**config.mk**
```make
export PLATFORM = sky130hd
export DESIGN_NAME = vk_arbiter
export DESIGN_NICKNAME = d
export VERILOG_FILES = /design/src/rtl/vk_arbiter.sv
export SDC_FILE = /design/constraint.sdc
export NUM_CORES = 1
export LEC_CHECK = 0
export ABC_AREA = 1
export BUFFER_PORTS_ARGS = -buffer_cell sky130_fd_sc_hd__buf_2
export CAP_MARGIN = 20
export CORE_ASPECT_RATIO = 2
export CORE_UTILIZATION = 28
export DETAILED_ROUTE_END_ITERATION = 6
export PLACE_DENSITY = 0.48
export SETUP_SLACK_MARGIN = 0.3
export SKIP_CTS_REPAIR_TIMING = 1
export SYNTH_ARGS = -nofsm -noshare
export SYNTH_HDL_FRONTEND = slang
export SYNTH_SLANG_ARGS = --single-unit
```
**constraint.sdc**
```tcl
create_clock -name sys_clk -period 3.5 [get_ports sys_clk]
set_clock_uncertainty 0.15 [all_clocks]
set_input_delay 0.35 -clock sys_clk [delete_from_list [all_inputs] [get_ports sys_clk]]
set_output_delay 0.35 -clock sys_clk [all_outputs]
set_load 0.1 [all_outputs]
```
**src/rtl/vk_arbiter.sv**
```systemverilog
// vk_arbiter: shares one synchronous RAM port between VGA reads, keyboard mailbox writes and CPU accesses
module vk_arbiter #(
  parameter logic [31:0] KEY_ADDR = 32'h0000_20D0,
  parameter int FIFO_DEPTH = 4,
  parameter int CPU_MAX_WAIT = 4
) (
  input  logic        sys_clk,
  input  logic        rst,
  input  logic        vga_req,
  input  logic [31:0] vga_addr,
  output logic        vga_gnt,
  output logic        vga_rvalid,
  output logic [31:0] vga_rdata,
  input  logic        key_valid,
  input  logic [31:0] key_ascii,
  output logic        key_ready,
  output logic [7:0]  key_drops,
  input  logic        cpu_req,
  input  logic        cpu_we,
  input  logic [31:0] cpu_addr,
  input  logic [31:0] cpu_wdata,
  output logic        cpu_gnt,
  output logic        cpu_rvalid,
  output logic [31:0] cpu_rdata,
  output logic [31:0] mem_addr,
  output logic        mem_wren,
  output logic [31:0] mem_wdata,
  input  logic [31:0] mem_rdata
);
  localparam int AW = (FIFO_DEPTH > 1) ? $clog2(FIFO_DEPTH) : 1;
  localparam logic [AW:0] DEPTH_C = FIFO_DEPTH[AW:0];
  localparam logic [2:0] MAX_W = CPU_MAX_WAIT[2:0];
  typedef enum logic [1:0] {TAG_NONE, TAG_VGA, TAG_CPU} tag_t;
  logic [31:0] fifo [FIFO_DEPTH];
  logic [AW-1:0] wr_ptr, rd_ptr;
  logic [AW:0] count;
  logic [2:0] cpu_wait;
  tag_t tag;
  logic full, empty, cpu_urgent, key_gnt, push;
  always_comb begin
    full = count == DEPTH_C;
    empty = count == '0;
    cpu_urgent = cpu_wait >= MAX_W;
    key_ready = !full;
    push = key_valid & !full;
    vga_gnt = rst & vga_req;
    key_gnt = rst & !vga_req & !empty & !(cpu_req & cpu_urgent);
    cpu_gnt = rst & cpu_req & !vga_req & (empty | cpu_urgent);
    vga_rdata = vga_rvalid ? mem_rdata : '0;
    cpu_rdata = cpu_rvalid ? mem_rdata : '0;
  end
  always_ff @(posedge sys_clk)
    if (push) fifo[wr_ptr] <= key_ascii;
  // The tag travels with mem_* so the read data returning a cycle later is routed to its requester
  always_ff @(posedge sys_clk or negedge rst)
    if (!rst) begin
      wr_ptr <= '0;
      rd_ptr <= '0;
      count <= '0;
      cpu_wait <= '0;
      key_drops <= '0;
      mem_addr <= '0;
      mem_wren <= 1'b0;
      mem_wdata <= '0;
      tag <= TAG_NONE;
      vga_rvalid <= 1'b0;
      cpu_rvalid <= 1'b0;
    end else begin
      if (push) wr_ptr <= wr_ptr + 1'b1;
      if (key_gnt) rd_ptr <= rd_ptr + 1'b1;
      count <= count + {{AW{1'b0}}, push} - {{AW{1'b0}}, key_gnt};
      if (key_valid && full && key_drops != 8'hFF) key_drops <= key_drops + 8'd1;
      cpu_wait <= (!cpu_req || cpu_gnt) ? 3'd0 : (cpu_wait == 3'd7 ? 3'd7 : cpu_wait + 3'd1);
      mem_addr <= vga_gnt ? vga_addr : key_gnt ? KEY_ADDR : cpu_gnt ? cpu_addr : mem_addr;
      mem_wren <= key_gnt | (cpu_gnt & cpu_we);
      mem_wdata <= key_gnt ? fifo[rd_ptr] : (cpu_gnt & cpu_we) ? cpu_wdata : mem_wdata;
      tag <= vga_gnt ? TAG_VGA : (cpu_gnt & !cpu_we) ? TAG_CPU : TAG_NONE;
      vga_rvalid <= tag == TAG_VGA;
      cpu_rvalid <= tag == TAG_CPU;
    end
endmodule

```
==> impl_summary.log, run 1 <==
INFO  metric status = complete, but fails checks
INFO  metric violations = negative hold slack
INFO  metric cts_num_sinks = 215
INFO  metric relSlewSlack = 0.5041
INFO  metric clk-insertion-delay-late = 530 ps
INFO  metric worst-slew-pin-transition = 743.0 ps
INFO  metric whs_path_depth = 5
INFO  metric critPathKind = primary input to output pin
INFO  metric worst_path_most_repeated_cell = buf_4
INFO  metric clk_transition_reported_paths = 60 ps
INFO  metric clock.fmax = 353.1 MHz
INFO  metric cts_root_buffer = clkbuf_16
INFO  metric viasPerCell = 4.234
INFO  metric globalRoute.totalOverflow = 0
INFO  metric power_density = 821.3 mW/mm²
INFO  metric critical_path_depth = 8
INFO  metric ir_drop = between 0.3 and 0.4 mV
INFO  metric r2r_setup_slack = 1120 ps
INFO  metric worst_r2r_path_depth = 8
INFO  metric start_util = 0.2844
INFO  metric setup_viol = 0
INFO  metric place_worst_setup_slack = 1088 ps
INFO  metric drt-wirelength-per-cell = 14.93 µm
INFO  metric syn-mean-instance-area = 8.015 µm²
INFO  metric launch_point_of_the_worst_reg_to_reg_path = count[1]$_DFF_PN0_
INFO  metric path_delay_family = buffers and inverters
INFO  metric syn-instance-count = 1323
INFO  metric critPathBufInv = 5
INFO  metric ios = 308
INFO  metric crit_chain = dlygate4sd3_1 -> buf_4 -> nand2_1 -> nor2_1 -> nand2_2 -> buf_4 -> inv_1 -> buf_2
INFO  metric antenna_found_initial = 5
INFO  metric coreArea = 0.03729 mm²
INFO  metric wire_length_of_the_first_global_routing_pass = 47960 µm
INFO  metric crit-reg2reg-capture = count[2]$_DFF_PN0_
INFO  metric finalCriticalPeriod = 2832 ps
INFO  metric drt_iter0_drc = between 400 and 500
INFO  metric rows = 100
INFO  metric fp.dieW = 139.6 µm
INFO  metric routed-via-count = 9040
INFO  metric grtUsageTotal = 0.1632
INFO  metric final.period_utilization = 0.8093
INFO  metric final_common_cell = nand2_1
INFO  metric grt_max_degree = 66
INFO  metric cpMaxStageDelayCell = dlygate4sd3_1
INFO  metric synth_fp_nets = 1498
INFO  metric final_layout_size_suffix_gt1_frac = 0.2273
INFO  metric crit_arrival = 2330 ps
INFO  metric finalMaxSlewViolations = 0
INFO  metric hpwlAfterDp = about 23000 µm
INFO  metric synth.lib_cells_used.distinct = 23
INFO  metric critical_path.endpoint_type = output pin
INFO  metric synth.yosys.seq_area_share = 0.5678
INFO  metric post_route_worst_setup_slack = 667.6 ps
INFO  metric postSynthRegisterBits = 215
INFO  metric syn-cell-area = ~0.011 mm²
INFO  metric clock_buffer_count_from_cts = 21
INFO  metric min_delay_worst_endpoint = mem_addr[15]$_DFFE_PN0P_
INFO  metric finish.net_count = around 1800
INFO  metric cts_tree = built
INFO  metric holdCritStartpoint = vga_addr[15]
INFO  metric design_power_total = 11350 µW
INFO  metric gp_congestion = 0.8006
INFO  metric timing.hold.ws = -16.43 ps
INFO  metric die_height = 277.2 µm
INFO  metric route.detailed.drc = 0
INFO  metric hold_violations = 14
INFO  metric rsz_0062_raised_after_global_routing = no
INFO  metric cts_max_path_buffers = 3
INFO  metric htree_levels = 1
INFO  metric grt_pass1_vias = 8704
INFO  metric crit_required = 3000 ps
INFO  metric area.growth.synth_to_final = 30.36%
INFO  metric critPathMaxFanout = 36
INFO  metric drt.antenna.violating_nets = 0
INFO  metric power.leakage = 0.007872 µW
INFO  metric port_buffers = 307
INFO  metric routed_wirelength = 31880 µm
INFO  metric critical-path-max-stage-delay = 580 ps
INFO  metric hold_path_class = primary input to flop
INFO  metric die_area = about 0.039 mm²
INFO  metric ys_warn_count = 0
INFO  metric most-common-layout-cells = nand2_1 (571), buf_2 (305), inv_1 (246)
INFO  metric detailedRoute.firstPassIterationCount = 6
INFO  metric setup.worst_path.start_class = primary input
INFO  metric maxCapViolations = 0
[metrics by stage]
stage               hold slack [ps]    util  area, µm²  TNS (ps)  cells
floorplan                    -95.59       -      10600     -8452   1323
global placement              64.25  0.3390      12640         0   2050
detailed placement            62.84  0.3390      12640         0   2050
CTS                          -519.8  0.3589      13380         0   2088
global route                  2.767  0.3707      13820         0   2135
finish                       -16.43  0.3707      13820         0   2135
[flip-flops by register name, summed over array words and instances (netlist names), 3 cells and up]
register   flops
key_drops      8
fifo         128
cpu_wait       3
mem_wdata     32
count          3
mem_addr      32
[where the power goes]
| group | switching [µW] | internal [µW] |
|---|---|---|
| combinational | 4210 | 1010 |
| sequential | 301 | 3360 |
| clock | 993 | 1480 |
[Yosys cell counts, drive strengths merged]
| master | n | share of area |
|---|---|---|
| a21oi | 7 | 0.0033 |
| buf | 50 | 0.025 |
| clkbuf | 11 | 0.0039 |
| dfrtp | 87 | 0.21 |
| edfxtp | 128 | 0.36 |
| fa | 1 | 0.0019 |
| ha | 8 | 0.0094 |
| inv | 250 | 0.088 |
| nand2 | 576 | 0.21 |
| nand3 | 134 | 0.064 |
| nand4 | 2 | 0.0012 |
| nor2 | 58 | 0.022 |
| nor3 | 1 | 0.00047 |
| o21ai | 2 | 0.00094 |
| xnor2 | 2 | 0.0017 |
| xor2 | 6 | 0.0050 |
[worst max path at each step]
stage | endpoint | startpoint
after floorplan | fifo[0][0]$_DFFE_PP_ | count[0]$_DFF_PN0_
after global placement | mem_addr[4]$_DFFE_PN0P_ | rst
after detailed placement | mem_addr[4]$_DFFE_PN0P_ | rst
after CTS | vga_rdata[18] | vga_rvalid$_DFF_PN0_
after global routing | cpu_gnt | rst
final | cpu_gnt | rst
[worst reg2reg max path, delay by kind of cell, from the launching register on]
kind | cells | cell delay, ps
adders and majority gates | 3 | 980
and+or+nand+nor | 2 | 450
DFF | 1 | 390
xor gates and xnor gates | 1 | 170
buffers and inverters | 2 | 130
[final cells by class]
type,instances,area (µm²)
flip-flops and latches,215,6022
well taps,459,574.3
repair buffers,372,2162
clock buffers,23,533.0
fillers,3917,23460
inverters,250,938.4
diodes,4,10.01
clock inverters,15,210.2
multi-input cells,797,3373
[layer usage]
metal	wire, µm	share of wire	GRT usage	vias to the layer above
li1	-	-	-	4647
met1	11250	0.35	0.1511	4033
met3	1556	0.049	0.02940	65
met5	0	0	0	-
met2	17590	0.55	0.3260	295
met4	1484	0.047	0.09186	0
[cell families after synthesis]
kind of cell,Yosys count,share of synthesized area
XOR/XNOR,8,0.006608
buffers and inverters,311,0.1169
AND/OR/NAND/NOR,771,0.2931
flip-flops,215,0.5678
AO/OA/AOI/OAI,9,0.004247
adder cells (fa/ha/maj),9,0.01133
Power figures use the tool's default switching activity.
==> run 2: changes to the inputs <==
clock period = 2.7 ns   (was 3.5 ns; I/O delays follow)
==> run 2 against run 1 <==
  * The flow still finishes with violations (negative hold slack)
  * Global-route usage is 0.22 points higher
  * Largest power group unchanged
  * Register-to-register slack worse by 580 ps
  * Combinational power up 31%
  * Wire length is 2.6% higher
==> impl_summary.log, run 2 (synthesized netlist as in run 1, its figures left out) <==
INFO  metric port_buffers = 307
INFO  metric maxCapViolations = 0
INFO  metric grt_max_degree = 66
INFO  metric met1Wirelength = 11660 µm
INFO  metric path_delay_family = buffers and inverters
INFO  metric setup.worst_path.start_class = flop
INFO  metric violations = negative hold slack
INFO  metric finalCriticalPeriod = roughly 2300 ps
INFO  metric grtUsageTotal = 0.1654
INFO  metric topRoutingLayerUsed = met4
INFO  metric clock.fmax = about 430 MHz
INFO  metric detailedRoute.firstPassIterationCount = 4
INFO  metric wire_length_of_the_first_global_routing_pass = 49250 µm
INFO  metric critPathMaxFanout = 18
INFO  metric drt_iter0_drc = 301
INFO  metric finish.net_count = about 1900
INFO  metric cts_root_buffer = clkbuf_16
INFO  metric globalRoute.totalOverflow = 0
INFO  metric timing.hold.ws = -45.94 ps
INFO  metric viasPerCell = between 4 and 5
INFO  metric final_common_cell = nand2_1
INFO  metric antenna_found_initial = 2
INFO  metric critical_path.endpoint_type = output pin
INFO  metric crit_chain = buf_4 -> nand2_1 -> inv_1 -> buf_2
INFO  metric rsz_0062_raised_after_global_routing = yes
INFO  metric relSlewSlack = 0.4721
INFO  metric finalMaxSlewViolations = 0
INFO  metric power.leakage = 0.008067 µW
INFO  metric min_delay_worst_endpoint = mem_wdata[16]$_DFFE_PN0P_
INFO  metric r2r_setup_slack = roughly 540 ps
INFO  metric drt-wirelength-per-cell = 14.99 µm
INFO  metric clock_buffer_count_from_cts = 20
INFO  metric whs_path_depth = 5
INFO  metric hold_violations = 6
INFO  metric setup_viol = 0
INFO  metric crit_required = approximately 2300 ps
INFO  metric cts_tree = built
INFO  metric hpwlAfterDp = between 20000 and 25000 µm
INFO  metric fp.dieW = 139.6 µm
INFO  metric clk_transition_reported_paths = about 70 ps
INFO  metric cpMaxStageDelayCell = dfrtp_2
INFO  metric drt.antenna.violating_nets = 0
INFO  metric hold_path_class = primary input to flop
INFO  metric die_height = 277.2 µm
INFO  metric worst-slew-pin-transition = 791.9 ps
INFO  metric cts_num_sinks = 215
INFO  metric cts_max_path_buffers = 3
INFO  metric crit_arrival = 1910 ps
INFO  metric clk-insertion-delay-late = 510 ps
INFO  metric power_density = 1020 mW/mm²
INFO  metric critPathBufInv = 3
INFO  metric setup_tns = 0 ps
INFO  metric gp_congestion = 0.8408
INFO  metric route.detailed.drc = 0
INFO  metric coreArea = 0.03729 mm²
INFO  metric rows = 100
INFO  metric final_layout_size_suffix_gt1_frac = 0.2218
INFO  metric critical-path-max-stage-delay = 560 ps
INFO  metric fillerInstances = 3847
INFO  metric start_util = 0.2844
INFO  metric holdCritStartpoint = cpu_wdata[16]
INFO  metric launch_point_of_the_worst_reg_to_reg_path = count[1]$_DFF_PN0_
INFO  metric htree_levels = 1
INFO  metric ir_drop = 0.4065 mV
INFO  metric top_regs = fifo x128, mem_addr x32, mem_wdata x32
INFO  metric most-common-layout-cells = nand2_1 (570), buf_2 (291), inv_1 (246)
INFO  metric die_area = between 0.03 and 0.04 mm²
INFO  metric top_register = fifo
INFO  metric met2WireLength = 18030 µm
INFO  metric crit-reg2reg-capture = count[2]$_DFF_PN0_
INFO  metric routed-via-count = between 9000 and 10000
INFO  metric status = complete, but fails checks
INFO  metric ios = 308
INFO  metric routed_wirelength = 32720 µm
INFO  metric grt_pass1_vias = 9070
INFO  metric met3WireLength = 1572 µm
INFO  metric number_of_flip_flops_under_the_largest_register_name = 128
INFO  metric critPathKind = flop to output pin
INFO  metric area.growth.synth_to_final = 35.42%
INFO  metric worst_r2r_path_depth = 8
INFO  metric final.period_utilization = 0.8634
==> run 2: cell types whose count changed in the layout (fill, tap and decap cells not counted), sizes merged <==
cell	delta
dlygate4sd3	+49
clkbuf	+15
buf	-10
diode	-2
inv	-2
bufinv	-1
clkinvlp	-1
==> run 2: worst reg2reg max path, cell delays in order (launching register included) <==
cell,delay (ps)
dfrtp_1,380
inv_1,110
nand3_4,90
nand2_2,190
ha_1,350
inv_1,40
ha_1,180
fa_1,380
xor2_1,170
==> run 2: metrics by stage <==
stage	total power, µW	utilization	cell area (µm²)	worst slack [ps]	std cells
6_report	14640	0.3851	14360	368.9	2183
3_5_place_dp	11650	0.3407	12700	491.0	2053
5_1_grt	15500	0.3851	14360	271.8	2183
2_1_floorplan	10030	-	10650	315.7	1323
4_1_cts	14770	0.3594	13400	153.4	2089
3_3_place_gp	11620	0.3407	12700	497.6	2053
==> run 2: layout make-up <==
| class | instances | area, µm² | share of cell area |
|---|---|---|---|
| Antenna cell | 2 | 5.005 | 0.0003485 |
| Timing Repair Buffer | 424 | 2735 | 0.1905 |
| Multi-Input combinational cell | 797 | 3388 | 0.2360 |
| Inverter | 250 | 938.4 | 0.06535 |
| Clock inverter | 11 | 153.9 | 0.01072 |
| Sequential cell | 215 | 6025 | 0.4195 |
| Tap cell | 459 | 574.3 | 0.03999 |
| Clock buffer | 25 | 540.5 | 0.03764 |
==> run 2: worst max path at each step <==
| stage | from | end | cells past startpoint |
|---|---|---|---|
| floorplan | vga_rvalid$_DFF_PN0_ | vga_rdata[10] | 3 |
| global placement | rst | mem_wdata[16]$_DFFE_PN0P_ | 7 |
| detailed placement | rst | mem_wdata[16]$_DFFE_PN0P_ | 7 |
| CTS | vga_rvalid$_DFF_PN0_ | vga_rdata[14] | 4 |
| global route | vga_rvalid$_DFF_PN0_ | vga_rdata[27] | 4 |
| finish | vga_rvalid$_DFF_PN0_ | vga_rdata[27] | 4 |
==> run 2: where the power goes <==
group,switching [µW],internal [µW]
Combinational,5480,1380
Sequential,362,4360
Clock,1250,1800
Total,7100,7540
==> run 2: routing by layer <==
metal | vias up | GRT usage
met5 | - | 0
met4 | 0 | 0.07749
met3 | 68 | 0.02957
met2 | 307 | 0.3313
met1 | 4299 | 0.1586
li1 | 4745 | -
==> run 3: changes to the inputs <==
clock period = 2.5 ns   (was 2.7 ns; I/O delays follow)
==> run 3 against run 2 <==
  * The flow still finishes with violations (negative hold slack)
  * Combinational power up 9.8%
  * Cell area up 1.7%
  * Hold slack better by 28 ps
  * Critical path depth down 1
  * Via count down 1.7%
  * Utilization up 0.67 points
==> impl_summary.log, run 3 (synthesized netlist as in run 1, its figures left out) <==
INFO  metric comb_power_share = 0.469
INFO  metric detailedRoute.firstPassIterationCount = 4
INFO  metric most-common-layout-cells = nand2_1 (569), buf_2 (270), inv_1 (245)
INFO  metric antenna_found_initial = 3
INFO  metric power_density = 1100 mW/mm²
INFO  metric min_delay_worst_endpoint = mem_addr[6]$_DFFE_PN0P_
INFO  metric power.sequential.fraction = 0.320
INFO  metric finalCriticalPeriod = 2169 ps
INFO  metric crit-reg2reg-capture = mem_addr[13]$_DFFE_PN0P_
INFO  metric p_int = 8375 µW
INFO  metric setup_tns = 0 ps
INFO  metric setup_viol = 0
INFO  metric number_of_flip_flops_under_the_largest_register_name = 128
INFO  metric drt_iter0_drc = 283
INFO  metric final_core_util = 0.3918
INFO  metric clk_transition_reported_paths = 60 ps
INFO  metric fp.dieW = approximately 140 µm
INFO  metric fillerInstances = 3863
INFO  metric worst-slew-pin-transition = around 790 ps
INFO  metric launch_point_of_the_worst_reg_to_reg_path = cpu_wait[2]$_DFF_PN0_
INFO  metric top_register = fifo
INFO  metric sw_frac_of_total = 0.4791
INFO  metric final.period_utilization = 0.8677
INFO  metric clock_buffer_count_from_cts = 21
INFO  metric viasPerCell = 4.231
INFO  metric power.leakage = 0.008139 µW
INFO  metric gp_congestion = 0.7978
INFO  metric timing.hold.ws = -18.36 ps
INFO  metric crit_arrival = between 1500 and 2000 ps
INFO  metric hpwlAfterDp = 22990 µm
INFO  metric port_buffers = 307
INFO  metric area.growth.synth_to_final = 37.78%
INFO  metric crit_required = 2100 ps
INFO  metric coreArea = between 0.03 and 0.04 mm²
INFO  metric drt.antenna.violating_nets = 0
INFO  metric violations = negative hold slack
INFO  metric critPathMaxFanout = 33
INFO  metric drt-wirelength-per-cell = 14.87 µm
INFO  metric routed-via-count = 9262
INFO  metric critical_path.endpoint_type = output pin
INFO  metric finalMaxSlewViolations = 0
INFO  metric cts_root_buffer = clkbuf_16
INFO  metric whs_path_depth = 5
INFO  metric cts_max_path_buffers = 3
INFO  metric htree_levels = 1
INFO  metric critPathKind = flop to output pin
INFO  metric hold_violations = 4
INFO  metric grt_max_degree = 63
INFO  metric globalRoute.totalOverflow = 0
INFO  metric die_area = between 0.03 and 0.04 mm²
INFO  metric start_util = 0.2844
INFO  metric final_common_cell = nand2_1
INFO  metric rsz_0062_raised_after_global_routing = yes
INFO  metric cts_num_sinks = 215
INFO  metric rows = 100
INFO  metric clk-insertion-delay-late = 500 ps
INFO  metric setup.worst_path.start_class = flop
INFO  metric cts_tree = built
INFO  metric maxCapViolations = 0
INFO  metric r2r_setup_slack = 390 ps
INFO  metric ir_drop = ~0.40 mV
INFO  metric top_regs = fifo x128, mem_addr x32, mem_wdata x32
INFO  metric routed_wirelength = 32550 µm
INFO  metric hold_path_class = primary input to flop
INFO  metric worst_r2r_path_depth = 8
INFO  metric grtUsageTotal = 0.1647
INFO  metric finish.net_count = ~1900
INFO  metric switchingPower = slightly below 8000 µW
INFO  metric clock.fmax = between 400 and 500 MHz
INFO  metric ios = about 300
INFO  metric final_layout_size_suffix_gt1_frac = 0.2234
INFO  metric relSlewSlack = 0.4725
INFO  metric power.share.clock = 0.212
INFO  metric route.detailed.drc = 0
INFO  metric status = complete, but fails checks
INFO  metric die_height = 277.2 µm
INFO  metric grt_pass1_vias = 8798
INFO  metric wire_length_of_the_first_global_routing_pass = 48720 µm
INFO  metric holdCritStartpoint = vga_addr[6]
run 3: cell types whose count changed in the layout (fill, tap and decap cells not counted), moves of 3 or more:
cell	delta
clkbuf_4	+22
buf_2	-21
dlygate4sd3_1	+9
buf_4	-8
buf_12	+5
clkinv_1	-3
run 3: layout make-up:
cell class / count / area [µm²] / area share
timing repair buffer: 430 / 2918 / 0.1997
antenna: 2 / 5.005 / 0.0003426
clock buffer: 28 / 596.8 / 0.04085
tap: 459 / 574.3 / 0.03931
inverter: 250 / 938.4 / 0.06423
clock inverter: 8 / 137.6 / 0.009420
multi-input combinational: 797 / 3410 / 0.2334
sequential: 215 / 6031 / 0.4128
run 3: layer usage:
layer  vias up  wire (µm)  global-route usage  part of all wire
li1       4753          -                   -                 -
met1      4191      11680              0.1565              0.36
met2       265      18290              0.3393              0.56
met3        53       1463             0.02784             0.045
met4         0       1121             0.06312             0.034
met5         -          0                   0                 0
run 3: critical path, stage by stage (launching register included):
cell and delay, ps:
dfrtp_4 650, nand2_1 110, inv_1 70, buf_2 420
run 3: worst max path at each step:
stage	from	to	slack, ps	depth (start not counted)
global route	vga_rvalid$_DFF_PN0_	vga_rdata[18]	250	3
detailed placement	count[2]$_DFF_PN0_	count[2]$_DFF_PN0_	410	9
floorplan	key_drops[1]$_DFFE_PN0P_	key_drops[5]$_DFFE_PN0P_	300	8
finish	vga_rvalid$_DFF_PN0_	vga_rdata[18]	330	3
CTS	cpu_rvalid$_DFF_PN0_	cpu_rdata[30]	50	3
global placement	count[2]$_DFF_PN0_	count[2]$_DFF_PN0_	420	9
run 3: power groups by stage:
stage | Combinational, µW | Sequential, µW | Clock (µW)
final | 7530 | 5140 | 3400
after global placement | 7460 | 5210 | 0
after global routing | 8130 | 5240 | 3640
after floorplan | 2710 | 8130 | 0
after CTS | 7500 | 5160 | 3530
after detailed placement | 7480 | 5230 | 0
run 3: metrics by stage:
| stage | power (µW) | std cells | instance area, µm² | setup slack, ps |
|---|---|---|---|---|
| 2_1_floorplan | 10850 | 1323 | 10670 | 300.1 |
| 5_1_grt | 17000 | 2189 | 14610 | 246.7 |
| 4_1_cts | 16180 | 2085 | 13490 | 50.43 |
| 6_report | 16080 | 2189 | 14610 | 330.8 |
| 3_3_place_gp | 12670 | 2049 | 12750 | 416.9 |
| 3_5_place_dp | 12720 | 2049 | 12750 | 410.1 |
